<file path="src/rtl/seed_link.sv">
`timescale 1ns/1ps
// -----------------------------------------------------------------------------
// seed_link
//   Exchanges point seeds between two boards over a byte-level UART.
//   TX side: a seed_rdy strobe latches seed_x/seed_y and sends the 4-byte frame
//   A5, {3'b0,x}, {3'b0,y}, CHK where CHK = A5 ^ byte1 ^ byte2.
//   RX side: parses the peer frame. A good frame updates seed_x_rx/seed_y_rx
//   and pulses remote_start. Bad format, bad checksum or an inter-byte timeout
//   pulses link_err.
//
// Optional feature (macro SEED_LINK_ACK_EN):
//   Each good RX frame is answered with a single 0x5A byte. After sending a
//   frame, TX waits in T_ACKW for a 0x5A from the peer. If none arrives, the
//   frame is resent up to MAX_RETRY times, then link_err pulses.
//   Without the macro there is no ACK byte and no wait state, and a 0x5A seen
//   while hunting for a header is dropped as junk.
//
// Ports
//   clk_75        in   system clock
//   rst           in   synchronous active-high reset
//   seed_rdy      in   strobe: latch seed_x/seed_y and send a frame
//   seed_x/seed_y in   5-bit local seed
//   tx_data       out  byte to UART TX, stable while stalled
//   tx_valid      out  tx_data valid, held until tx_ready
//   tx_ready      in   UART TX accepts on tx_valid && tx_ready
//   rx_data       in   byte from UART RX
//   rx_valid      in   strobe qualifying rx_data
//   seed_x_rx/_y  out  last good received seed
//   remote_start  out  1-cycle pulse per good received frame
//   tx_busy       out  TX FSM not idle
//   link_err      out  1-cycle error pulse
// -----------------------------------------------------------------------------
module seed_link #(
  parameter int unsigned TIMEOUT_CYCLES  = 750000
`ifdef SEED_LINK_ACK_EN
  ,
  parameter int unsigned MAX_RETRY       = 3,
  parameter int unsigned ACK_WAIT_CYCLES = 1500000
`endif
) (
  input  logic       clk_75,
  input  logic       rst,
  input  logic       seed_rdy,
  input  logic [4:0] seed_x,
  input  logic [4:0] seed_y,
  output logic [7:0] tx_data,
  output logic       tx_valid,
  input  logic       tx_ready,
  input  logic [7:0] rx_data,
  input  logic       rx_valid,
  output logic [4:0] seed_x_rx,
  output logic [4:0] seed_y_rx,
  output logic       remote_start,
  output logic       tx_busy,
  output logic       link_err
);

  localparam logic [7:0] HDR_BYTE = 8'hA5;
  localparam logic [7:0] ACK_BYTE = 8'h5A;

  localparam int unsigned    TO_W    = $clog2(TIMEOUT_CYCLES + 1);
  localparam logic [TO_W-1:0] TO_LAST = TO_W'(TIMEOUT_CYCLES - 1);

`ifdef SEED_LINK_ACK_EN
  localparam int unsigned    RT_W      = $clog2(MAX_RETRY + 2);
  localparam logic [RT_W-1:0] RT_MAX    = RT_W'(MAX_RETRY);
  localparam int unsigned    AW_W      = $clog2(ACK_WAIT_CYCLES + 1);
  localparam logic [AW_W-1:0] WAIT_LAST = AW_W'(ACK_WAIT_CYCLES - 1);
`endif

  // Frame checksum over the header and the two zero-padded seed bytes.
  function automatic logic [7:0] frame_chk(input logic [4:0] x, input logic [4:0] y);
    frame_chk = HDR_BYTE ^ {3'b000, x} ^ {3'b000, y};
  endfunction

  typedef enum logic [2:0] {
    T_IDLE,
    T_HDR,
    T_SX,
    T_SY,
    T_CHK
`ifdef SEED_LINK_ACK_EN
    ,
    T_ACK,
    T_ACKW
`endif
  } tx_state_e;

  typedef enum logic [1:0] {
    R_HDR,
    R_SX,
    R_SY,
    R_CHK
  } rx_state_e;

  // ---------------- state ----------------
  tx_state_e       tx_state_q, tx_state_d;
  logic [4:0]      tx_x_q, tx_x_d, tx_y_q, tx_y_d;
  logic [7:0]      tx_data_q, tx_data_d;
  logic            tx_valid_q, tx_valid_d;
  logic            tx_busy_q, tx_busy_d;
  logic            tx_fire_s;
  logic            tx_giveup_s;

  rx_state_e       rx_state_q, rx_state_d;
  logic [4:0]      rx_sx_q, rx_sx_d, rx_sy_q, rx_sy_d;
  logic [TO_W-1:0] to_q, to_d;
  logic [4:0]      seed_x_rx_q, seed_x_rx_d, seed_y_rx_q, seed_y_rx_d;
  logic            remote_start_q, remote_start_d;
  logic            link_err_q, link_err_d;
  logic            rx_err_s;
  logic            frame_ok_s;

`ifdef SEED_LINK_ACK_EN
  logic            ack_pend_q, ack_pend_d;   // ACK owed to the peer
  logic            ret_ackw_q, ret_ackw_d;   // ACK byte inserted while waiting: resume T_ACKW
  logic [RT_W-1:0] retry_q, retry_d;
  logic [AW_W-1:0] wait_q, wait_d;
  logic            ack_seen_s;

  assign ack_seen_s = (rx_state_q == R_HDR) && rx_valid && (rx_data == ACK_BYTE);
`endif

  assign tx_fire_s = tx_valid_q && tx_ready;

  // TX next-state: frame sequencing, plus ACK insertion and retry when enabled.
  always_comb begin
    tx_state_d  = tx_state_q;
    tx_x_d      = tx_x_q;
    tx_y_d      = tx_y_q;
    tx_giveup_s = 1'b0;
`ifdef SEED_LINK_ACK_EN
    ack_pend_d  = ack_pend_q | frame_ok_s;
    ret_ackw_d  = ret_ackw_q;
    retry_d     = retry_q;
    wait_d      = wait_q;
`endif
    case (tx_state_q)
      T_IDLE: begin
`ifdef SEED_LINK_ACK_EN
        if (ack_pend_q) begin
          tx_state_d = T_ACK;
          ret_ackw_d = 1'b0;
        end else
`endif
        if (seed_rdy) begin
          tx_x_d     = seed_x;
          tx_y_d     = seed_y;
          tx_state_d = T_HDR;
`ifdef SEED_LINK_ACK_EN
          retry_d    = '0;
`endif
        end else begin
          tx_state_d = T_IDLE;
        end
      end
      T_HDR: begin
        if (tx_fire_s) tx_state_d = T_SX;
        else           tx_state_d = T_HDR;
      end
      T_SX: begin
        if (tx_fire_s) tx_state_d = T_SY;
        else           tx_state_d = T_SX;
      end
      T_SY: begin
        if (tx_fire_s) tx_state_d = T_CHK;
        else           tx_state_d = T_SY;
      end
      T_CHK: begin
        if (tx_fire_s) begin
`ifdef SEED_LINK_ACK_EN
          wait_d = '0;
          if (ack_pend_q) begin
            tx_state_d = T_ACK;
            ret_ackw_d = 1'b1;
          end else begin
            tx_state_d = T_ACKW;
          end
`else
          tx_state_d = T_IDLE;
`endif
        end else begin
          tx_state_d = T_CHK;
        end
      end
`ifdef SEED_LINK_ACK_EN
      T_ACK: begin
        if (tx_fire_s) begin
          ack_pend_d = frame_ok_s;
          if (ret_ackw_q && !ack_seen_s) tx_state_d = T_ACKW;
          else                           tx_state_d = T_IDLE;
        end else if (ack_seen_s) begin
          // Peer acknowledged while our ACK byte was stalled: no need to wait.
          ret_ackw_d = 1'b0;
        end else begin
          tx_state_d = T_ACK;
        end
      end
      T_ACKW: begin
        if (ack_seen_s) begin
          tx_state_d = T_IDLE;
        end else if (ack_pend_q) begin
          // Answer the peer now so two waiting boards cannot starve each other.
          tx_state_d = T_ACK;
          ret_ackw_d = 1'b1;
        end else if (wait_q == WAIT_LAST) begin
          wait_d = '0;
          if (retry_q == RT_MAX) begin
            tx_giveup_s = 1'b1;
            tx_state_d  = T_IDLE;
          end else begin
            retry_d    = retry_q + RT_W'(1);
            tx_state_d = T_HDR;
          end
        end else begin
          wait_d = wait_q + AW_W'(1);
        end
      end
`endif
      default: tx_state_d = T_IDLE;
    endcase
  end

  // TX output decode from the next state so tx_data/tx_valid come straight from flops.
  always_comb begin
    tx_data_d  = 8'h00;
    tx_valid_d = 1'b0;
    case (tx_state_d)
      T_HDR: begin tx_data_d = HDR_BYTE;                 tx_valid_d = 1'b1; end
      T_SX:  begin tx_data_d = {3'b000, tx_x_d};         tx_valid_d = 1'b1; end
      T_SY:  begin tx_data_d = {3'b000, tx_y_d};         tx_valid_d = 1'b1; end
      T_CHK: begin tx_data_d = frame_chk(tx_x_d, tx_y_d); tx_valid_d = 1'b1; end
`ifdef SEED_LINK_ACK_EN
      T_ACK: begin tx_data_d = ACK_BYTE;                 tx_valid_d = 1'b1; end
`endif
      default: begin tx_data_d = 8'h00; tx_valid_d = 1'b0; end
    endcase
    tx_busy_d = (tx_state_d != T_IDLE);
  end

  // RX parser with inter-byte timeout; the timeout only runs mid-frame.
  always_comb begin
    rx_state_d     = rx_state_q;
    rx_sx_d        = rx_sx_q;
    rx_sy_d        = rx_sy_q;
    to_d           = to_q;
    seed_x_rx_d    = seed_x_rx_q;
    seed_y_rx_d    = seed_y_rx_q;
    remote_start_d = 1'b0;
    rx_err_s       = 1'b0;
    frame_ok_s     = 1'b0;
    if (rx_valid) begin
      // An arriving byte always wins over an expiring timeout.
      to_d = '0;
      case (rx_state_q)
        R_HDR: begin
          if (rx_data == HDR_BYTE) rx_state_d = R_SX;
          else                     rx_state_d = R_HDR;
        end
        R_SX: begin
          if (rx_data[7:5] != 3'b000) begin
            rx_err_s   = 1'b1;
            rx_state_d = R_HDR;
          end else begin
            rx_sx_d    = rx_data[4:0];
            rx_state_d = R_SY;
          end
        end
        R_SY: begin
          if (rx_data[7:5] != 3'b000) begin
            rx_err_s   = 1'b1;
            rx_state_d = R_HDR;
          end else begin
            rx_sy_d    = rx_data[4:0];
            rx_state_d = R_CHK;
          end
        end
        R_CHK: begin
          if (rx_data == frame_chk(rx_sx_q, rx_sy_q)) begin
            frame_ok_s     = 1'b1;
            seed_x_rx_d    = rx_sx_q;
            seed_y_rx_d    = rx_sy_q;
            remote_start_d = 1'b1;
          end else begin
            rx_err_s = 1'b1;
          end
          rx_state_d = R_HDR;
        end
        default: rx_state_d = R_HDR;
      endcase
    end else if (rx_state_q != R_HDR) begin
      if (to_q == TO_LAST) begin
        rx_err_s   = 1'b1;
        rx_state_d = R_HDR;
        to_d       = '0;
      end else begin
        to_d = to_q + TO_W'(1);
      end
    end else begin
      to_d = '0;
    end
    link_err_d = rx_err_s | tx_giveup_s;
  end

  // State and output registers.
  always_ff @(posedge clk_75) begin
    if (rst) begin
      tx_state_q     <= T_IDLE;
      tx_x_q         <= 5'd0;
      tx_y_q         <= 5'd0;
      tx_data_q      <= 8'h00;
      tx_valid_q     <= 1'b0;
      tx_busy_q      <= 1'b0;
      rx_state_q     <= R_HDR;
      rx_sx_q        <= 5'd0;
      rx_sy_q        <= 5'd0;
      to_q           <= '0;
      seed_x_rx_q    <= 5'd0;
      seed_y_rx_q    <= 5'd0;
      remote_start_q <= 1'b0;
      link_err_q     <= 1'b0;
`ifdef SEED_LINK_ACK_EN
      ack_pend_q     <= 1'b0;
      ret_ackw_q     <= 1'b0;
      retry_q        <= '0;
      wait_q         <= '0;
`endif
    end else begin
      tx_state_q     <= tx_state_d;
      tx_x_q         <= tx_x_d;
      tx_y_q         <= tx_y_d;
      tx_data_q      <= tx_data_d;
      tx_valid_q     <= tx_valid_d;
      tx_busy_q      <= tx_busy_d;
      rx_state_q     <= rx_state_d;
      rx_sx_q        <= rx_sx_d;
      rx_sy_q        <= rx_sy_d;
      to_q           <= to_d;
      seed_x_rx_q    <= seed_x_rx_d;
      seed_y_rx_q    <= seed_y_rx_d;
      remote_start_q <= remote_start_d;
      link_err_q     <= link_err_d;
`ifdef SEED_LINK_ACK_EN
      ack_pend_q     <= ack_pend_d;
      ret_ackw_q     <= ret_ackw_d;
      retry_q        <= retry_d;
      wait_q         <= wait_d;
`endif
    end
  end

  assign tx_data      = tx_data_q;
  assign tx_valid     = tx_valid_q;
  assign tx_busy      = tx_busy_q;
  assign seed_x_rx    = seed_x_rx_q;
  assign seed_y_rx    = seed_y_rx_q;
  assign remote_start = remote_start_q;
  assign link_err     = link_err_q;

endmodule
</file>
<file path="config.mk">
export PLATFORM = sky130hd
export DESIGN_NAME = seed_link
export DESIGN_NICKNAME = d
export VERILOG_FILES = /design/src/rtl/seed_link.sv
export SDC_FILE = /design/constraint.sdc
export NUM_CORES = 1
export LEC_CHECK = 0
export BUFFER_PORTS_ARGS = -buffer_cell sky130_fd_sc_hd__buf_4
export CAP_MARGIN = 20
export CORE_MARGIN = 3
export CORE_UTILIZATION = 28
export CTS_CLUSTER_SIZE = 28
export DETAILED_ROUTE_END_ITERATION = 7
export PLACE_DENSITY = 0.56
export SYNTH_ARGS = -nofsm -noshare
export SYNTH_HDL_FRONTEND = slang
export SYNTH_SLANG_ARGS = --single-unit
</file>
<file path="constraint.sdc">
create_clock -name clk_75 -period 2.6 [get_ports clk_75]
set_clock_uncertainty 0.1 [all_clocks]
set_input_delay 0.52 -clock clk_75 [delete_from_list [all_inputs] [get_ports clk_75]]
set_output_delay 0.52 -clock clk_75 [all_outputs]
set_load 0.05 [all_outputs]
</file>
Word level (Yosys, flattened, before mapping). Cells that the tools add are included.

Eq/ne operators: 14. Div/mod/pow operators: 0. $add $sub $neg: 1. Reduce and logical (&&, ||, !) cells: 16. Bitwise gates (word level): 8. $lt $le $gt $ge: 0. Shift operators: 0. Multiplexer cells: 26. Multiply operators: 0.

Operators with widths (number): 8-bit case mux with 4 select lines (1); 20-bit by 1-bit adder with 20-bit output, second input constant (1); 20-bit == test, second input constant (1); 5-bit two-way mux (4); 8-bit by 5-bit XOR with 8-bit output (2); 3-bit case mux with 5 select lines (1); 3-bit by 2-bit == test with 1-bit output, second input constant (4); 2-bit two-way mux (6); 1-bit two-way mux (10); 3-bit AND reduction (3); 8-bit == test (1); 8-bit == test, second input constant (1); 2-bit NOT with 4-bit output (2); 2-bit case mux with 4 select lines (1); 4-bit OR reduction (2); 3-bit by 1-bit == test with 1-bit output, second input constant (2); 3-bit == test, second input constant (2); 3-bit two-way mux (2); 2-bit nonzero test (3); 3-bit nonzero test (2); 2-bit == test, second input constant (2); 1-bit NOT (4); 3-bit logical NOT (1); 3-bit OR reduction (1); 6 further kinds (6).

Bits of input ports: 23. Memory bits (writable): 0. Memories: 0. Bits in latches: 0. ROM bits: 0. Register bits after elaboration: 67.

Longest topological paths before layout. Gate-level depths: netlist (run 1).

Word-level depth: 6. Gate-level depth with buffers: 7. Gate-level depth less buffers: 6.

Worst setup path after synthesis (run 1). OpenSTA, ideal clock, no wires.

Path kind: register to register. From: reg tx_state_q[2]. To: reg tx_data_q[0], in the netlist tx_data[0]. Buffers on the path: 2. Setup time: 120 ps. Stages on the path, launching flop included: 8. Slack: 681 ps. Data arrival time: 1699 ps. Path through: dfxtp_1 > buf_2 > nor4b_4 > buf_4 > mux2i_1 > xnor2_1 > and2_1 > o31a_1.

Longest elaborated chain between the ends: 5. Elaborated cells between the ends (all ways): 15.

Ends and longest elaborated chain: from (decl) (RTL line 97) `tx_state_e tx_state_q, tx_state_d;`; from (signal assigned) (RTL line 329) `tx_state_q <= tx_state_d;`; branches (longest 4 deep; another with 3-bit case mux with 5 select lines); 8-bit case mux with 4 select lines * (RTL line 228) `case (tx_state_d)`; to (signal assigned) (RTL line 332) `tx_data_q <= tx_data_d;`; to (decl) (RTL line 99) `logic [7:0] tx_data_q, tx_data_d;`.

Mark *: on every way between the ends. A chain may end at the register's enable or synchronous reset.

Final worst setup path (run 1).
From: reg tx_state_q[2]. To: reg tx_data_q[2], in the netlist tx_data[2].

The elaborated chain is that of the path after synthesis.

==> impl_metrics.json, run 1 <==
{
  "ys_types": 46,
  "dp_hpwl_um": 4160,
  "start_util_pct": 29.3,
  "cp.required_ps": 2740,
  "synth_top_area_share_pct": 44.7,
  "synth_area_per_cell_um2": 9.52,
  "finalMaxSlewViolations": 0,
  "grt_max_degree": 42,
  "tns_ps": 0,
  "dr.pass1.iters": 4,
  "whs_ps": 345,
  "final_common_cell": "dfxtp_1",
  "vias": 2231,
  "rr_worst_depth": 5,
  "cts-root-buf": "clkbuf_8",
  "crit_slowest_cell": "nor4b_4",
  "worst_pin_slew_ps": 633,
  "antenna_found_initial": 0,
  "hold_violations": 0,
  "layout.nets": 379,
  "min_to": "rx_sx_q[3]",
  "timing.slew.headroom_pct": 57.5,
  "via_per_inst": 4.56,
  "wl_um": 5850,
  "crit_family": "simple AND/OR/NAND/NOR gates",
  "max_cap_violations": 0,
  "cp_num_buf_inv": 1,
  "hold_depth": 3,
  "ant_nets": 0,
  "worstHoldStart": "rx_data[3]",
  "cts_buffer_depth": 2,
  "syn2layout_area_growth_pct": 22.1,
  "finalCritPeriodShare_pct": 79.5,
  "rsz0062_at_grt": "false",
  "grt_pass1_vias": 2166,
  "syn-instance-count": 306,
  "place.gp.congestion": 0.780,
  "p_leak_nw": 1.44,
  "post-route-drc-count": 0,
  "wl_per_cell_um": 12.0,
  "post_cts_resized": 0,
  "fillers": 1030,
  "cp_cell_sequence": "nor4b_4 -> buf_4 -> mux2i_1 -> nor2_1 -> o41a_1",
  "endpoint_kind": "flip-flop",
  "die_h_um": 108,
  "layout_common_cells": "dfxtp_1 (65), nor2_1 (63), buf_4 (47)",
  "io_pins": 45,
  "yosys.area.top_type": "dfxtp_1",
  "synthTopCellsByArea": "dfxtp_1 (45%), mux2i_1 (10%), nor2_1 (8.1%)",
  "crit_path_max_incr_delay_ps": 440,
  "cp.arrival_ps": 2210,
  "finalCriticalPeriod_ps": 2070,
  "overflow": 0,
  "ys_seq_area_share_pct": 44.7,
  "ys_async_sr_fraction_pct": 0,
  "setup_viol": 0,
  "synth_edf_count": 0,
  "dp_cells": 473,
  "core-area_mm2": 0.00995,
  "syn_area_mm2": 0.00291,
  "start_kind": "flip-flop",
  "timing.rr.end": "tx_data[2]",
  "status": "completed",
  "hp-class": "in2reg",
  "synth_warnings": 0,
  "crit-reg2reg-launch": "tx_state_q[2]",
  "first_iter_violations": 70,
  "cts_buffers": 9,
  "cp_max_fo": 9,
  "cts_tree": "built",
  "reg2reg_slack_ps": 530,
  "drive_gt1_share_pct": 20.5,
  "grt_pass1_wl_um": 10100,
  "fmax_ghz": 0.484,
  "layout.cells.non_filler": 489,
  "cts_setup_buffers": 0,
  "clkSinkCount": 65,
  "irDropWorstVdd_mv": 0.241,
  "antenna_cells": 0,
  "power_density_mw_per_mm2": 584,
  "grt_usage_pct": 10.9,
  "path_class": "reg2reg",
  "clk_latency_ps": 350,
  "synthFlopType": "dfxtp_1",
  "die-area_mm2": 0.0117,
  "path_clk_slew_ps": 80,
  "htree_num_levels": 3,
  "syn-num-nets": 334,
  "rows": 36,
  "cts_hold_buf": 0,
  "ys_seq_elements": 65,
  "portBuffers": 43,
  "die_width_um": 108
}
worst min-delay path, cell delays in order:
cell	delay, ps
buf_4	110
mux2i_1	60
nor2_1	70
per-layer routing:
layer | global-route usage (%) | share of wire [%]
met3 | 4.12 | 6.2
met1 | 12.8 | 46
met4 | 4.33 | 1.5
met2 | 18.0 | 46
met5 | 0 | 0
sequential cells by signal, summed over array words and instances (netlist names), 5 cells and up:
| name | count |
|---|---|
| seed_x_rx | 5 |
| tx_data | 6 |
| to_q | 20 |
| rx_sx_q | 5 |
| seed_y_rx | 5 |
| tx_x_q | 5 |
| rx_sy_q | 5 |
| tx_y_q | 5 |
cells by family after synthesis:
logic type	Yosys count	share of synthesized area (%)
flops	65	44.7
buf+inv	20	3.65
xor+xnor	26	9.79
mux	31	10.7
simple gates	126	21.8
other cells	1	0.129
compound gates	32	7.09
fa+ha+maj	5	2.15
Yosys cell counts (all sizes together) (2+ instances only):
cell type / n
nor2b: 2
nor4: 2
xnor2: 9
a211oi: 2
xnor3: 2
nand2b: 2
mux2i: 30
o21a: 4
clkbuf: 4
nand4: 6
nand3b: 2
o21ai: 3
and2: 2
inv: 7
or4: 3
ha: 5
nand3: 13
nor3: 8
xor2: 13
nor2: 63
dfxtp: 65
buf: 9
xor3: 2
and3: 8
nand2: 12
a21oi: 14
o22ai: 2
how the worst max path moves through the flow:
stage / startpoint / to / cells past startpoint
3_5_place_dp: seed_rdy / tx_data[2] / 6
4_1_cts: tx_state_q[2] / tx_data[2] / 5
6_report: tx_state_q[2] / tx_data[2] / 5
2_1_floorplan: tx_state_q[2] / tx_data[0] / 7
3_3_place_gp: seed_rdy / tx_data[2] / 6
5_1_grt: tx_state_q[2] / tx_data[2] / 5
report_power, final:
group	internal [W]	switching, W	total, W
sequential	0.00102	0.0000129	0.00103
clock	0.000470	0.000394	0.000864
combinational	0.0000765	0.000107	0.000184
metrics by stage:
step           setup WS, ps  utilization [%]  area (µm²)  total power (W)
6_report                533             35.7        3560          0.00208
5_1_grt                 365             35.7        3560          0.00218
4_1_cts                 504             35.7        3560          0.00211
3_5_place_dp            401             33.7        3350          0.00124
3_3_place_gp            441             33.7        3350          0.00124
2_1_floorplan           681                -        2910          0.00118
cell type report:
cell class | count | area [µm²] | share of cell area, %
clock buffers | 10 | 138 | 3.87
clock inverters | 6 | 67.6 | 1.90
inverters | 7 | 26.3 | 0.739
multi-input cells | 221 | 1510 | 42.3
flip-flops and latches | 65 | 1300 | 36.6
well taps | 133 | 166 | 4.68
repair buffers | 47 | 353 | 9.92
Note: power is estimated with default switching activity, not from simulation.
==> run 2: changes to the inputs <==
==> constraint.sdc (replaced) <==
create_clock -name clk_75 -period 2.1 [get_ports clk_75]
set_clock_uncertainty 0.1 [all_clocks]
set_input_delay 0.42 -clock clk_75 [delete_from_list [all_inputs] [get_ports clk_75]]
set_output_delay 0.42 -clock clk_75 [all_outputs]
set_load 0.05 [all_outputs]
==> run 2 against run 1 <==
Critical path depth increased by 1. Clock-buffer cell count rose by 2. Critical path type unchanged. Largest power group unchanged. Sequential power increased by 23%. Highest routed layer unchanged. Critical endpoint is now link_err. Largest cell class unchanged. First-iteration DRC count increased by 4.3%. Worst setup slack worse by 390 ps. Cell count rose by 1.6%.
==> impl_metrics.json, run 2 (synthesis results as in run 1) <==
{
  "cp_max_fo": 5,
  "overflow": 0,
  "core-area_mm2": 0.00995,
  "die_h_um": 108,
  "p_leak_nw": 1.46,
  "grt_max_degree": 24,
  "dp_hpwl_um": 4200,
  "final_common_cell": "dfxtp_1",
  "tns_ps": 0,
  "finalCritPeriodShare_pct": 93.0,
  "place.gp.congestion": 0.834,
  "fin_util_pct": 36.1,
  "start_util_pct": 29.3,
  "irDropWorstVdd_mv": 0.302,
  "ant_nets": 0,
  "grt_pass1_vias": 2256,
  "layout.cells.non_filler": 497,
  "hp-class": "in2reg",
  "via_per_inst": 4.43,
  "syn2layout_area_growth_pct": 23.2,
  "drive_gt1_share_pct": 22.3,
  "die-area_mm2": 0.0117,
  "die_width_um": 108,
  "finalCriticalPeriod_ps": 1950,
  "cts_tree": "built",
  "finalMaxSlewViolations": 0,
  "max_cap_violations": 0,
  "timing.slew.headroom_pct": 62.3,
  "power_density_mw_per_mm2": 670,
  "cp.required_ps": 2270,
  "rsz0062_at_grt": "false",
  "grt_pass1_wl_um": 10200,
  "antenna_cells": 0,
  "setup_viol": 0,
  "regMostFlops": "to_q",
  "wl_per_cell_um": 11.6,
  "start_kind": "flip-flop",
  "dr.pass1.iters": 4,
  "endpoint_kind": "flip-flop",
  "grt_usage_pct": 11.0,
  "rows": 36,
  "htree_num_levels": 3,
  "first_iter_violations": 73,
  "portBuffers": 43,
  "dp_cells": 482,
  "place_area_mm2": 0.00342,
  "cp.arrival_ps": 2130,
  "wl_um": 5750,
  "cts_buffers": 9,
  "antenna_found_initial": 0,
  "io_pins": 45,
  "worst_pin_slew_ps": 561,
  "clkSinkCount": 65,
  "multiInputGateArea_mm2": 0.00151,
  "path_class": "reg2reg",
  "fmax_ghz": 0.512,
  "vias": 2200,
  "hold_violations": 0,
  "clk_latency_ps": 340,
  "fillers": 1029,
  "p_total_w": 0.00241,
  "status": "completed",
  "seqCellArea_mm2": 0.00130,
  "layout.nets": 388,
  "layout_common_cells": "dfxtp_1 (65), nor2_1 (63), buf_4 (56)",
  "path_clk_slew_ps": 70,
  "post-route-drc-count": 0,
  "largest_reg_flops": 20,
  "cts-root-buf": "clkbuf_8",
  "fin_area_mm2": 0.00359,
  "cts_hold_buf": 0,
  "cts_buffer_depth": 2
}
## run 2: changes by cell type in the layout (fill, tap and decap cells not counted), sizes merged
cell	change
clkinvlp	-1
buf	+9
clkbuf	+2
clkinv	-1
bufinv	-1
## run 2: power by group
group          switching (W)  total (W)  internal, W  leakage [nW]
sequential         0.0000140    0.00127      0.00126         0.527
combinational       0.000135   0.000237     0.000103         0.850
clock               0.000445   0.000896     0.000450        0.0822
total               0.000594    0.00241      0.00181          1.46
## run 2: worst paths after layout
kind / from / endpoint / slack (ps) / cells past startpoint
min: rx_data[2] / rx_sy_q[2] / 250 / 3
min reg2reg: to_q[0] / to_q[0] / 370 / 1
max reg2reg: to_q[0] / link_err / 150 / 6
max: to_q[0] / link_err / 150 / 6
## run 2: area by class of cell
class                      count  share of cell area [%]
clock buffer                  12                    4.04
clock inverter                 3                   0.488
inverter                       7                   0.732
multi-input combinational    221                    42.1
sequential                    65                    36.2
tap                          133                    4.64
timing repair buffer          56                    11.7
## run 2: stage by stage
| step | hold slack, ps | worst slack [ps] |
|---|---|---|
| after detailed placement | 361 | 82.9 |
| final | 251 | 147 |
| after floorplan | 330 | 181 |
| after global placement | 340 | 98.6 |
| after CTS | 230 | 99.2 |
| after global routing | 248 | 34.1 |
## run 2: per-layer routing
metal  global-route usage [%]  vias up  wire length [µm]  part of all wire, %
met3                     4.84        5               345                  6.0
met5                        0        -                 0                    0
met4                     3.70        0                82                  1.4
li1                         -     1151                 -                    -
met1                     13.1     1001              2720                   47
met2                     17.7       43              2600                   45
## run 2: critical path: stages (launching register included)
cell and delay (ps):
dfxtp_1 380, ha_2 220, and3_4 200, nand2_1 60, or4_4 590, o22ai_1 190, o21a_1 160
## run 2: repair_timing
action                                 in CTS  in global routing
setup endpoints to repair                   0                 18
gates resized for setup                     0                  2
endpoints found under the hold margin       0                  0
setup buffers                               0                  0
